## src/rtl/axi_lite_pkg.sv

```systemverilog
// Shared definitions for the AXI4-Lite register bridge: response codes,
// FSM state encoding and the default user-response timeout.
package axi_lite_pkg;

  localparam logic [1:0] RESP_OKAY   = 2'b00;
  localparam logic [1:0] RESP_SLVERR = 2'b10;

  localparam int unsigned TIMEOUT_CYCLES_DEFAULT = 256;

  typedef enum logic [2:0] {
    ST_IDLE,
    ST_WR_WAIT,
    ST_WR_REG,
    ST_WR_RESP,
    ST_RD_REQ,
    ST_RD_RESP
  } state_e;

  // Map the user's invalid-address flag onto an AXI response code.
  function automatic logic [1:0] resp_of(input logic invalid);
    return invalid ? RESP_SLVERR : RESP_OKAY;
  endfunction

endpackage

```

## src/rtl/axi_lite_reg_bridge_if.sv

```systemverilog
// AXI4-Lite slave-side channel bundle used by axi_lite_reg_bridge.
// master: interconnect side; slave: the bridge.
interface axi_lite_reg_bridge_if #(
  parameter int unsigned ADDR_WIDTH = 16
);

  logic                  awvalid;
  logic                  awready;
  logic [ADDR_WIDTH-1:0] awaddr;

  logic                  wvalid;
  logic                  wready;
  logic [31:0]           wdata;
  logic [3:0]            wstrb;

  logic                  bvalid;
  logic                  bready;
  logic [1:0]            bresp;

  logic                  arvalid;
  logic                  arready;
  logic [ADDR_WIDTH-1:0] araddr;

  logic                  rvalid;
  logic                  rready;
  logic [1:0]            rresp;
  logic [31:0]           rdata;

  modport master (
    output awvalid, awaddr, wvalid, wdata, wstrb, bready, arvalid, araddr, rready,
    input  awready, wready, bvalid, bresp, arready, rvalid, rresp, rdata
  );

  modport slave (
    input  awvalid, awaddr, wvalid, wdata, wstrb, bready, arvalid, araddr, rready,
    output awready, wready, bvalid, bresp, arready, rvalid, rresp, rdata
  );

endinterface

```

## src/rtl/axi_lite_reg_bridge.sv

```systemverilog
// AXI4-Lite to single-outstanding strobe-based register interface.
// One transaction in flight; writes win over a simultaneous read.
// Optional build macro AXI_LITE_TIMEOUT_EN: forces SLVERR when the user
// fails to ack/rdy within TIMEOUT_CYCLES; without it the bridge waits forever.
module axi_lite_reg_bridge
  import axi_lite_pkg::*;
#(
  parameter int unsigned ADDR_WIDTH     = 16,
  parameter int unsigned TIMEOUT_CYCLES = TIMEOUT_CYCLES_DEFAULT
) (
  input  logic                  clk,
  input  logic                  rst,
  axi_lite_reg_bridge_if.slave  axi,
  output logic [ADDR_WIDTH-1:0] o_reg_address,
  input  logic                  i_reg_invalid_addr,
  output logic                  o_reg_in_rdy,
  input  logic                  i_reg_in_ack,
  output logic [31:0]           o_reg_in_data,
  output logic [3:0]            o_reg_in_strb,
  output logic                  o_reg_out_req,
  input  logic                  i_reg_out_rdy,
  input  logic [31:0]           i_reg_out_data
);

  if (TIMEOUT_CYCLES == 0) begin : g_bad_timeout
    $error("axi_lite_reg_bridge: TIMEOUT_CYCLES must be at least 1");
  end

  state_e                state_q, state_d;
  logic                  aw_got_q, w_got_q;
  logic [ADDR_WIDTH-1:0] addr_q;
  logic [31:0]           wdata_q;
  logic [3:0]            wstrb_q;
  logic                  in_rdy_q, out_req_q;
  logic [1:0]            bresp_q, rresp_q;
  logic [31:0]           rdata_q;

  logic awready, wready, arready, bvalid, rvalid;
  logic aw_hs, w_hs, ar_hs;
  logic aw_all, w_all;
  logic timeout;

  assign aw_hs  = axi.awvalid & awready;
  assign w_hs   = axi.wvalid & wready;
  assign ar_hs  = axi.arvalid & arready;
  assign aw_all = aw_got_q | aw_hs;
  assign w_all  = w_got_q | w_hs;

`ifdef AXI_LITE_TIMEOUT_EN
  localparam int unsigned CntW = $clog2(TIMEOUT_CYCLES + 1);
  logic [CntW-1:0] to_cnt_q;
  logic            waiting;

  assign waiting = (state_q == ST_WR_REG) || (state_q == ST_RD_REQ);
  assign timeout = waiting && (to_cnt_q == CntW'(TIMEOUT_CYCLES - 1));

  // Count cycles spent waiting on the user; cleared in every other state.
  always_ff @(posedge clk) begin
    if (rst) begin
      to_cnt_q <= '0;
    end else if (waiting) begin
      to_cnt_q <= to_cnt_q + 1'b1;
    end else begin
      to_cnt_q <= '0;
    end
  end
`else
  assign timeout = 1'b0;
`endif

  // State register.
  always_ff @(posedge clk) begin
    if (rst) begin
      state_q <= ST_IDLE;
    end else begin
      state_q <= state_d;
    end
  end

  // Next-state logic.
  always_comb begin
    state_d = state_q;
    unique case (state_q)
      ST_IDLE: begin
        if (aw_hs || w_hs) begin
          state_d = (aw_hs && w_hs) ? ST_WR_REG : ST_WR_WAIT;
        end else if (ar_hs) begin
          state_d = ST_RD_REQ;
        end
      end
      ST_WR_WAIT: if (aw_all && w_all)               state_d = ST_WR_REG;
      ST_WR_REG:  if (i_reg_in_ack || timeout)       state_d = ST_WR_RESP;
      ST_WR_RESP: if (axi.bready)                    state_d = ST_IDLE;
      ST_RD_REQ:  if (i_reg_out_rdy || timeout)      state_d = ST_RD_RESP;
      ST_RD_RESP: if (axi.rready)                    state_d = ST_IDLE;
      default:                                       state_d = ST_IDLE;
    endcase
  end

  // Channel ready/valid outputs decoded from state; all held low in reset.
  always_comb begin
    awready = 1'b0;
    wready  = 1'b0;
    arready = 1'b0;
    bvalid  = 1'b0;
    rvalid  = 1'b0;
    if (!rst) begin
      unique case (state_q)
        ST_IDLE: begin
          awready = 1'b1;
          wready  = 1'b1;
          arready = !axi.awvalid && !axi.wvalid;
        end
        ST_WR_WAIT: begin
          awready = !aw_got_q;
          wready  = !w_got_q;
        end
        ST_WR_RESP: bvalid = 1'b1;
        ST_RD_RESP: rvalid = 1'b1;
        default: ;
      endcase
    end
  end

  // Capture address/data, generate entry strobes and latch responses.
  always_ff @(posedge clk) begin
    if (rst) begin
      aw_got_q  <= 1'b0;
      w_got_q   <= 1'b0;
      addr_q    <= '0;
      wdata_q   <= '0;
      wstrb_q   <= '0;
      in_rdy_q  <= 1'b0;
      out_req_q <= 1'b0;
      bresp_q   <= RESP_OKAY;
      rresp_q   <= RESP_OKAY;
      rdata_q   <= '0;
    end else begin
      if (aw_hs) begin
        addr_q <= axi.awaddr;
      end else if (ar_hs) begin
        addr_q <= axi.araddr;
      end
      if (w_hs) begin
        wdata_q <= axi.wdata;
        wstrb_q <= axi.wstrb;
      end
      // Channel-captured flags only matter while assembling a write.
      aw_got_q  <= ((state_q == ST_IDLE) || (state_q == ST_WR_WAIT)) && aw_all;
      w_got_q   <= ((state_q == ST_IDLE) || (state_q == ST_WR_WAIT)) && w_all;
      in_rdy_q  <= (state_d == ST_WR_REG) && (state_q != ST_WR_REG);
      out_req_q <= (state_d == ST_RD_REQ) && (state_q != ST_RD_REQ);
      // An ack coinciding with the timeout wins; a bare timeout is SLVERR.
      if ((state_q == ST_WR_REG) && (state_d == ST_WR_RESP)) begin
        bresp_q <= i_reg_in_ack ? resp_of(i_reg_invalid_addr) : RESP_SLVERR;
      end
      if ((state_q == ST_RD_REQ) && (state_d == ST_RD_RESP)) begin
        rresp_q <= i_reg_out_rdy ? resp_of(i_reg_invalid_addr) : RESP_SLVERR;
        rdata_q <= i_reg_out_rdy ? i_reg_out_data : '0;
      end
    end
  end

  assign axi.awready = awready;
  assign axi.wready  = wready;
  assign axi.arready = arready;
  assign axi.bvalid  = bvalid;
  assign axi.bresp   = bresp_q;
  assign axi.rvalid  = rvalid;
  assign axi.rresp   = rresp_q;
  assign axi.rdata   = rdata_q;

  assign o_reg_address = addr_q;
  assign o_reg_in_rdy  = in_rdy_q;
  assign o_reg_in_data = wdata_q;
  assign o_reg_in_strb = wstrb_q;
  assign o_reg_out_req = out_req_q;

endmodule

```

## src/flat_wrapper.sv

```systemverilog
// flat-port wrapper written by rule: the top's interface ports become plain ports
module axi_lite_reg_bridge_flat import axi_lite_pkg::*;
#(
  parameter int unsigned ADDR_WIDTH     = 16,
  parameter int unsigned TIMEOUT_CYCLES = TIMEOUT_CYCLES_DEFAULT
)
  (clk, rst, o_reg_address, i_reg_invalid_addr, o_reg_in_rdy, i_reg_in_ack, o_reg_in_data, o_reg_in_strb, o_reg_out_req, i_reg_out_rdy, i_reg_out_data, axi_awvalid, axi_awaddr, axi_wvalid, axi_wdata, axi_wstrb, axi_bready, axi_arvalid, axi_araddr, axi_rready, axi_awready, axi_wready, axi_bvalid, axi_bresp, axi_arready, axi_rvalid, axi_rresp, axi_rdata);
  axi_lite_reg_bridge_if #(.ADDR_WIDTH(ADDR_WIDTH)) axi_i ();
  input  logic clk;
  input  logic rst;
  output logic [ADDR_WIDTH-1:0] o_reg_address;
  input  logic i_reg_invalid_addr;
  output logic o_reg_in_rdy;
  input  logic i_reg_in_ack;
  output logic [31:0] o_reg_in_data;
  output logic [3:0] o_reg_in_strb;
  output logic o_reg_out_req;
  input  logic i_reg_out_rdy;
  input  logic [31:0] i_reg_out_data;
  input wire logic [$bits(axi_i.awvalid)-1:0] axi_awvalid;
  input wire logic [$bits(axi_i.awaddr)-1:0] axi_awaddr;
  input wire logic [$bits(axi_i.wvalid)-1:0] axi_wvalid;
  input wire logic [$bits(axi_i.wdata)-1:0] axi_wdata;
  input wire logic [$bits(axi_i.wstrb)-1:0] axi_wstrb;
  input wire logic [$bits(axi_i.bready)-1:0] axi_bready;
  input wire logic [$bits(axi_i.arvalid)-1:0] axi_arvalid;
  input wire logic [$bits(axi_i.araddr)-1:0] axi_araddr;
  input wire logic [$bits(axi_i.rready)-1:0] axi_rready;
  output wire logic [$bits(axi_i.awready)-1:0] axi_awready;
  output wire logic [$bits(axi_i.wready)-1:0] axi_wready;
  output wire logic [$bits(axi_i.bvalid)-1:0] axi_bvalid;
  output wire logic [$bits(axi_i.bresp)-1:0] axi_bresp;
  output wire logic [$bits(axi_i.arready)-1:0] axi_arready;
  output wire logic [$bits(axi_i.rvalid)-1:0] axi_rvalid;
  output wire logic [$bits(axi_i.rresp)-1:0] axi_rresp;
  output wire logic [$bits(axi_i.rdata)-1:0] axi_rdata;
  assign axi_i.awvalid = axi_awvalid;
  assign axi_i.awaddr = axi_awaddr;
  assign axi_i.wvalid = axi_wvalid;
  assign axi_i.wdata = axi_wdata;
  assign axi_i.wstrb = axi_wstrb;
  assign axi_i.bready = axi_bready;
  assign axi_i.arvalid = axi_arvalid;
  assign axi_i.araddr = axi_araddr;
  assign axi_i.rready = axi_rready;
  assign axi_awready = axi_i.awready;
  assign axi_wready = axi_i.wready;
  assign axi_bvalid = axi_i.bvalid;
  assign axi_bresp = axi_i.bresp;
  assign axi_arready = axi_i.arready;
  assign axi_rvalid = axi_i.rvalid;
  assign axi_rresp = axi_i.rresp;
  assign axi_rdata = axi_i.rdata;
  axi_lite_reg_bridge #(.ADDR_WIDTH(ADDR_WIDTH), .TIMEOUT_CYCLES(TIMEOUT_CYCLES)) u_core (.clk(clk), .rst(rst), .axi(axi_i), .o_reg_address(o_reg_address), .i_reg_invalid_addr(i_reg_invalid_addr), .o_reg_in_rdy(o_reg_in_rdy), .i_reg_in_ack(i_reg_in_ack), .o_reg_in_data(o_reg_in_data), .o_reg_in_strb(o_reg_in_strb), .o_reg_out_req(o_reg_out_req), .i_reg_out_rdy(i_reg_out_rdy), .i_reg_out_data(i_reg_out_data));
endmodule
```

## config.mk

```make
export PLATFORM = sky130hd
export DESIGN_NAME = axi_lite_reg_bridge_flat
export DESIGN_NICKNAME = d
export VERILOG_FILES = /design/src/rtl/axi_lite_pkg.sv /design/src/rtl/axi_lite_reg_bridge_if.sv /design/src/rtl/axi_lite_reg_bridge.sv /design/src/flat_wrapper.sv
export SDC_FILE = /design/constraint.sdc
export NUM_CORES = 1
export LEC_CHECK = 0
export ABC_AREA = 1
export CAP_MARGIN = 15
export CORE_UTILIZATION = 39
export DETAILED_ROUTE_END_ITERATION = 8
export PLACE_DENSITY = 0.81
export SYNTH_ARGS = -nofsm -noshare
export SYNTH_HDL_FRONTEND = slang
export SYNTH_SLANG_ARGS = --single-unit
```

## constraint.sdc

```tcl
create_clock -name clk -period 1.6 [get_ports clk]
set_clock_uncertainty 0.05 [all_clocks]
set_input_delay 0.32 -clock clk [delete_from_list [all_inputs] [get_ports clk]]
set_output_delay 0.32 -clock clk [all_outputs]
set_load 0.01 [all_outputs]
```

## Word level (Yosys, flattened, before mapping)

Index checks and enable logic that the tools add are counted.

| storage, ports and cells | value |
|---|---|
| word-level logic and storage cells | 69 |
| flip-flop bits (word level) | 95 |
| input port bits | 110 |
| output and inout port bits | 95 |

| cells by class | value |
|---|---|
| muxes and demuxes | 25 |
| reductions and logical operators | 17 |
| bitwise logic cells | 5 |
| equal/unequal tests | 11 |

Operator list:

| kind | number |
|---|---|
| two-way mux 16 bit | 2 |
| two-way mux 32 bit | 1 |
| two-way mux 3 bit | 7 |
| one-hot mux 3 bit (6 select lines) | 1 |
| == test 3 x 2 -> 1 bit, second input constant | 4 |
| == test 3 bit, second input constant | 4 |
| logical AND 1 bit | 9 |
| two-way mux 1 bit | 8 |
| two-way mux 2 bit | 4 |
| zero test 1 bit | 4 |
| one-hot mux 1 bit (2 select lines) | 2 |
| bitwise AND 1 bit | 3 |
| == test 3 x 1 -> 1 bit, second input constant | 1 |
| zero test 3 bit | 1 |
| != test 3 x 2 -> 1 bit, second input constant | 1 |
| != test 3 bit, second input constant | 1 |
| logical OR 1 bit | 2 |
| OR 1 bit | 2 |
| nonzero test 2 bit | 1 |

## Longest topological paths before layout

| logic depth | value |
|---|---|
| depth in word-level cells | 10 |
| gate-level depth with buffers | 9 |
| gate-level depth less buffers | 8 |

## Least setup slack after synthesis

OpenSTA, ideal clock, no wires.

| timing | value |
|---|---|
| kind | reg-to-output |
| from | register u_core.state_q[2] |
| to | output axi_rvalid |
| arrival | 1.275 ns |
| stages on the path, launching flop included | 5 |
| path slack | -0.045 ns |
| required time | 1.230 ns |
| path buffers | 2 |
| cell sequence | dfxtp_1 -> buf_2 -> buf_1 -> inv_1 -> nor4_1 |

| on the way | value |
|---|---|
| word-level cells in the longest chain between the ends | 3 |

RTL lines:

| what | RTL line | source |
|---|---|---|
| start, declared | axi_lite_reg_bridge.sv:29 | `state_e state_q, state_d;` |
| start signal, assigned | axi_lite_reg_bridge.sv:76 | `state_q <= state_d;` |
| == test 3 bit | axi_lite_reg_bridge.sv:108 | `unique case (state_q)` |
| two-way mux 1 bit | axi_lite_reg_bridge.sv:108 |  |
| two-way mux 1 bit | axi_lite_reg_bridge.sv:107 | `if (!rst) begin` |
| end, declared | flat_wrapper.sv:34 | `output wire logic [$bits(axi_i.rvalid)-1:0] axi_rvalid;` |

Every way passes these cells.

## Worst setup path after layout

| timing | value |
|---|---|
| from | register u_core.state_q[1] |
| to | output axi_arready |

| on the way | value |
|---|---|
| word-level cells in the longest chain between the ends | 3 |

RTL lines:

| what | RTL line | source |
|---|---|---|
| zero test 3 bit | axi_lite_reg_bridge.sv:108 |  |
| two-way mux 1 bit | axi_lite_reg_bridge.sv:108 |  |
| two-way mux 1 bit | axi_lite_reg_bridge.sv:107 |  |
| end, declared | flat_wrapper.sv:33 | `output wire logic [$bits(axi_i.arready)-1:0] axi_arready;` |

Every way passes these cells.

==> flow_metrics.env <==
export IMPL_multi_input_area_mm2=0.00168
export IMPL_pwr_share_seq_pct=41.2
export IMPL_ff_latch_area_mm2=0.00187
export IMPL_max_freq_mhz=599
export IMPL_rrSetupSlack_ns=0.07
export IMPL_yosysUniqueCellTypes=22
export IMPL_finalSetupTns_ns=-0.151
export IMPL_p_sw_share_pct=34.7
export IMPL_via_count=4153
export IMPL_dpl_hpwl_um=8490
export IMPL_start_util_pct=40.3
export IMPL_cp_max_fo=3
export IMPL_drive_above_1_share_pct=11.8
export IMPL_ant_nets=0
export IMPL_dr_pass1_iters=4
export IMPL_power_per_cell_area_mw_per_mm2=1040
export IMPL_drt_met1_wl_um=4790
export IMPL_power_share_clock_pct=22.7
export IMPL_post_drt_wl_per_cell_um=13.7
export IMPL_combPwrFrac_pct=36.1
export IMPL_met3WireLength_um=699
export IMPL_die_w_um=99.9
export IMPL_synthCells=504
export IMPL_antenna_found_initial=0
export IMPL_finalHoldViolations=0
export IMPL_cts_tree="built"
export IMPL_cap_violations=0
export IMPL_grt_usage_pct=22.7
export IMPL_final_util_pct=67.4
export IMPL_met2_length_um=6010
export IMPL_routed_via_density=4.85
export IMPL_grt_pass1_vias=4019
export IMPL_cts_root_buf="clkbuf_8"
export IMPL_synth_area_leaders="dfxtp_1, nand2_1, a21oi_1"
export IMPL_ioPinCount=205
export IMPL_violations="negative setup slack"
export IMPL_drcViolationCount=0
export IMPL_grt_pass1_wl_um=18300
export IMPL_cp_end_kind="output port"
export IMPL_netlist_area_mm2=0.00374
export IMPL_die_y_um=99.9
export IMPL_critPathArrivalTime_ns=1.30
export IMPL_synth_seq_cells=93
export IMPL_finalCritPeriodShare_pct=104
export IMPL_gp_congestion=0.862
export IMPL_final_nets=832
export IMPL_layout_setup_ws_ns=-0.0685
export IMPL_yosys_area_top_type_share_pct=49.8
export IMPL_clk_pin_slew_worst_paths_ns=0.09
export IMPL_fillCellCount=844
export IMPL_overflow=0
export IMPL_top_layer="met4"
export IMPL_leakagePower_nw=2.88
export IMPL_yosysTopAreaCell="dfxtp_1"
export IMPL_hold_path_class="reg2reg"
export IMPL_critPathKind="reg2out"
export IMPL_period_needed_ns=1.67
export IMPL_dpl_cell_area_mm2=0.00610
export IMPL_avgSynthCellArea_um2=7.42
export IMPL_syn2layout_area_growth_pct=67.4
export IMPL_reg2reg_from="u_core.state_q[1]"
export IMPL_ir_drop_mv=0.624
export IMPL_finalPower_mw=6.49
export IMPL_final_common_cell="nand2_1"
export IMPL_clock_path_buffers=2
export IMPL_start_kind="register"
export IMPL_status="finished, violations left"
export IMPL_diodes=0
export IMPL_synth_warnings=0
export IMPL_cts_max_level=3
export IMPL_cts_sinks=93
export IMPL_cp_startpoint="u_core.state_q[1]"
export IMPL_fp_coreArea_mm2=0.00928
export IMPL_required_ns=1.23
export IMPL_worst_skew_pair_late_latency_ns=0.34
export IMPL_setup_viol=4
export IMPL_intPower_mw=4.24
export IMPL_finalInstanceArea_mm2=0.00626
export IMPL_cts_buffers=9
export IMPL_seq_area_frac_synth_pct=49.8
export IMPL_dieArea_mm2=0.00999
export IMPL_row_count=35
export IMPL_worstSetupEndpoint="axi_arready"
export IMPL_finalMaxSlewViolations=0
export IMPL_rr_worst_depth=8
export IMPL_wl_um=11700
export IMPL_r2r_end="u_core.o_reg_in_data[6]"
export IMPL_io_buffers=202
export IMPL_final_cell_mix="nand2_1, clkdlybuf4s50_1, a21oi_1, dfxtp_1, dlygate4sd2_1"
export IMPL_drtIter0Drc=90
export IMPL_rsz0062_at_grt="true"
export IMPL_p_sw_mw=2.25
export IMPL_grt_max_degree=42
[per-stage QoR]
step                worst slack (ns)  hold slack (ns)  cells
floorplan                     0.0564            0.397    505
global placement              -0.366            0.398    836
detailed placement            -0.354            0.403    836
CTS                           -0.103            0.388    852
global route                  -0.190            0.425    856
finish                       -0.0685            0.412    856
[logic make-up after synthesis]
logic type,Yosys count,share of synthesized area (%)
compound gates,92,12.3
buf+inv,56,6.49
flops,93,49.8
other cells,1,0.100
simple gates,262,31.3
[critical path, cell delays in order, from the launching register on]
cell and delay, ns:
dfxtp_2 0.35, nor2_4 0.11, inv_2 0.06, nor2_4 0.09, inv_2 0.05, nor4_2 0.13, buf_2 0.17
[cell usage after synthesis]
master,count
nor2_4,3
nor2_1,6
nor2_2,1
nand3_1,24
buf_1,3
buf_4,4
inv_2,3
a21oi_1,90
nand2_4,1
a31oi_1,1
conb_1,1
nand2_1,186
clkbuf_1,24
nand4_4,1
dfxtp_1,93
nand4_1,36
nor4_1,3
o21ai_0,1
nand4_2,1
buf_2,8
inv_1,13
buf_6,1
[area by class of cell]
class                           count  area share [%]
Inverter                           16           0.959
Tap cell                          129            2.58
Multi-Input combinational cell    356            26.8
Sequential cell                    93            29.9
Clock inverter                      6           0.739
Clock buffer                       10            2.20
Timing Repair Buffer              246            36.9
[power groups by stage]
stage / Sequential (mW) / Combinational (mW) / Clock [mW]
floorplan: 2.78 / 1.10 / 0
global placement: 2.71 / 2.32 / 0
detailed placement: 2.72 / 2.37 / 0
CTS: 2.67 / 2.28 / 1.51
global route: 2.70 / 2.58 / 1.62
finish: 2.67 / 2.34 / 1.47
[flip-flops by register name (all words and copies together) (netlist names), 3 cells and up]
register              cells
u_core.axi.rdata         32
u_core.o_reg_in_data     32
u_core.o_reg_address     16
u_core.o_reg_in_strb      4
u_core.state_q            3
[what timing repair did]
| action | 4_1_cts | 5_1_grt |
|---|---|---|
| gates cloned | 0 | 1 |
| endpoints found under the setup margin | 88 | 43 |
| pin swaps | 1 | 0 |
| hold buffers | 0 | 0 |
| gates resized for setup | 112 | 11 |
| buffers inserted | 0 | 3 |
[metal layers]
layer	global-route usage, %	vias to the layer above
met4	8.03	0
met5	0	-
met3	6.06	18
met2	41.4	134
met1	25.3	1898
li1	-	2103
[worst min path at each step]
stage	cells past startpoint	to	from	slack, ns
finish	2	u_core.axi.rresp[1]	u_core.axi.rresp[1]	0.41
CTS	3	u_core.state_q[1]	rst	0.39
floorplan	2	u_core.aw_got_q	u_core.aw_got_q	0.40
detailed placement	2	u_core.axi.rdata[17]	u_core.axi.rdata[17]	0.40
global route	3	u_core.state_q[1]	rst	0.42
global placement	2	u_core.axi.rdata[29]	u_core.axi.rdata[29]	0.40
Power figures use the tool's default switching activity.
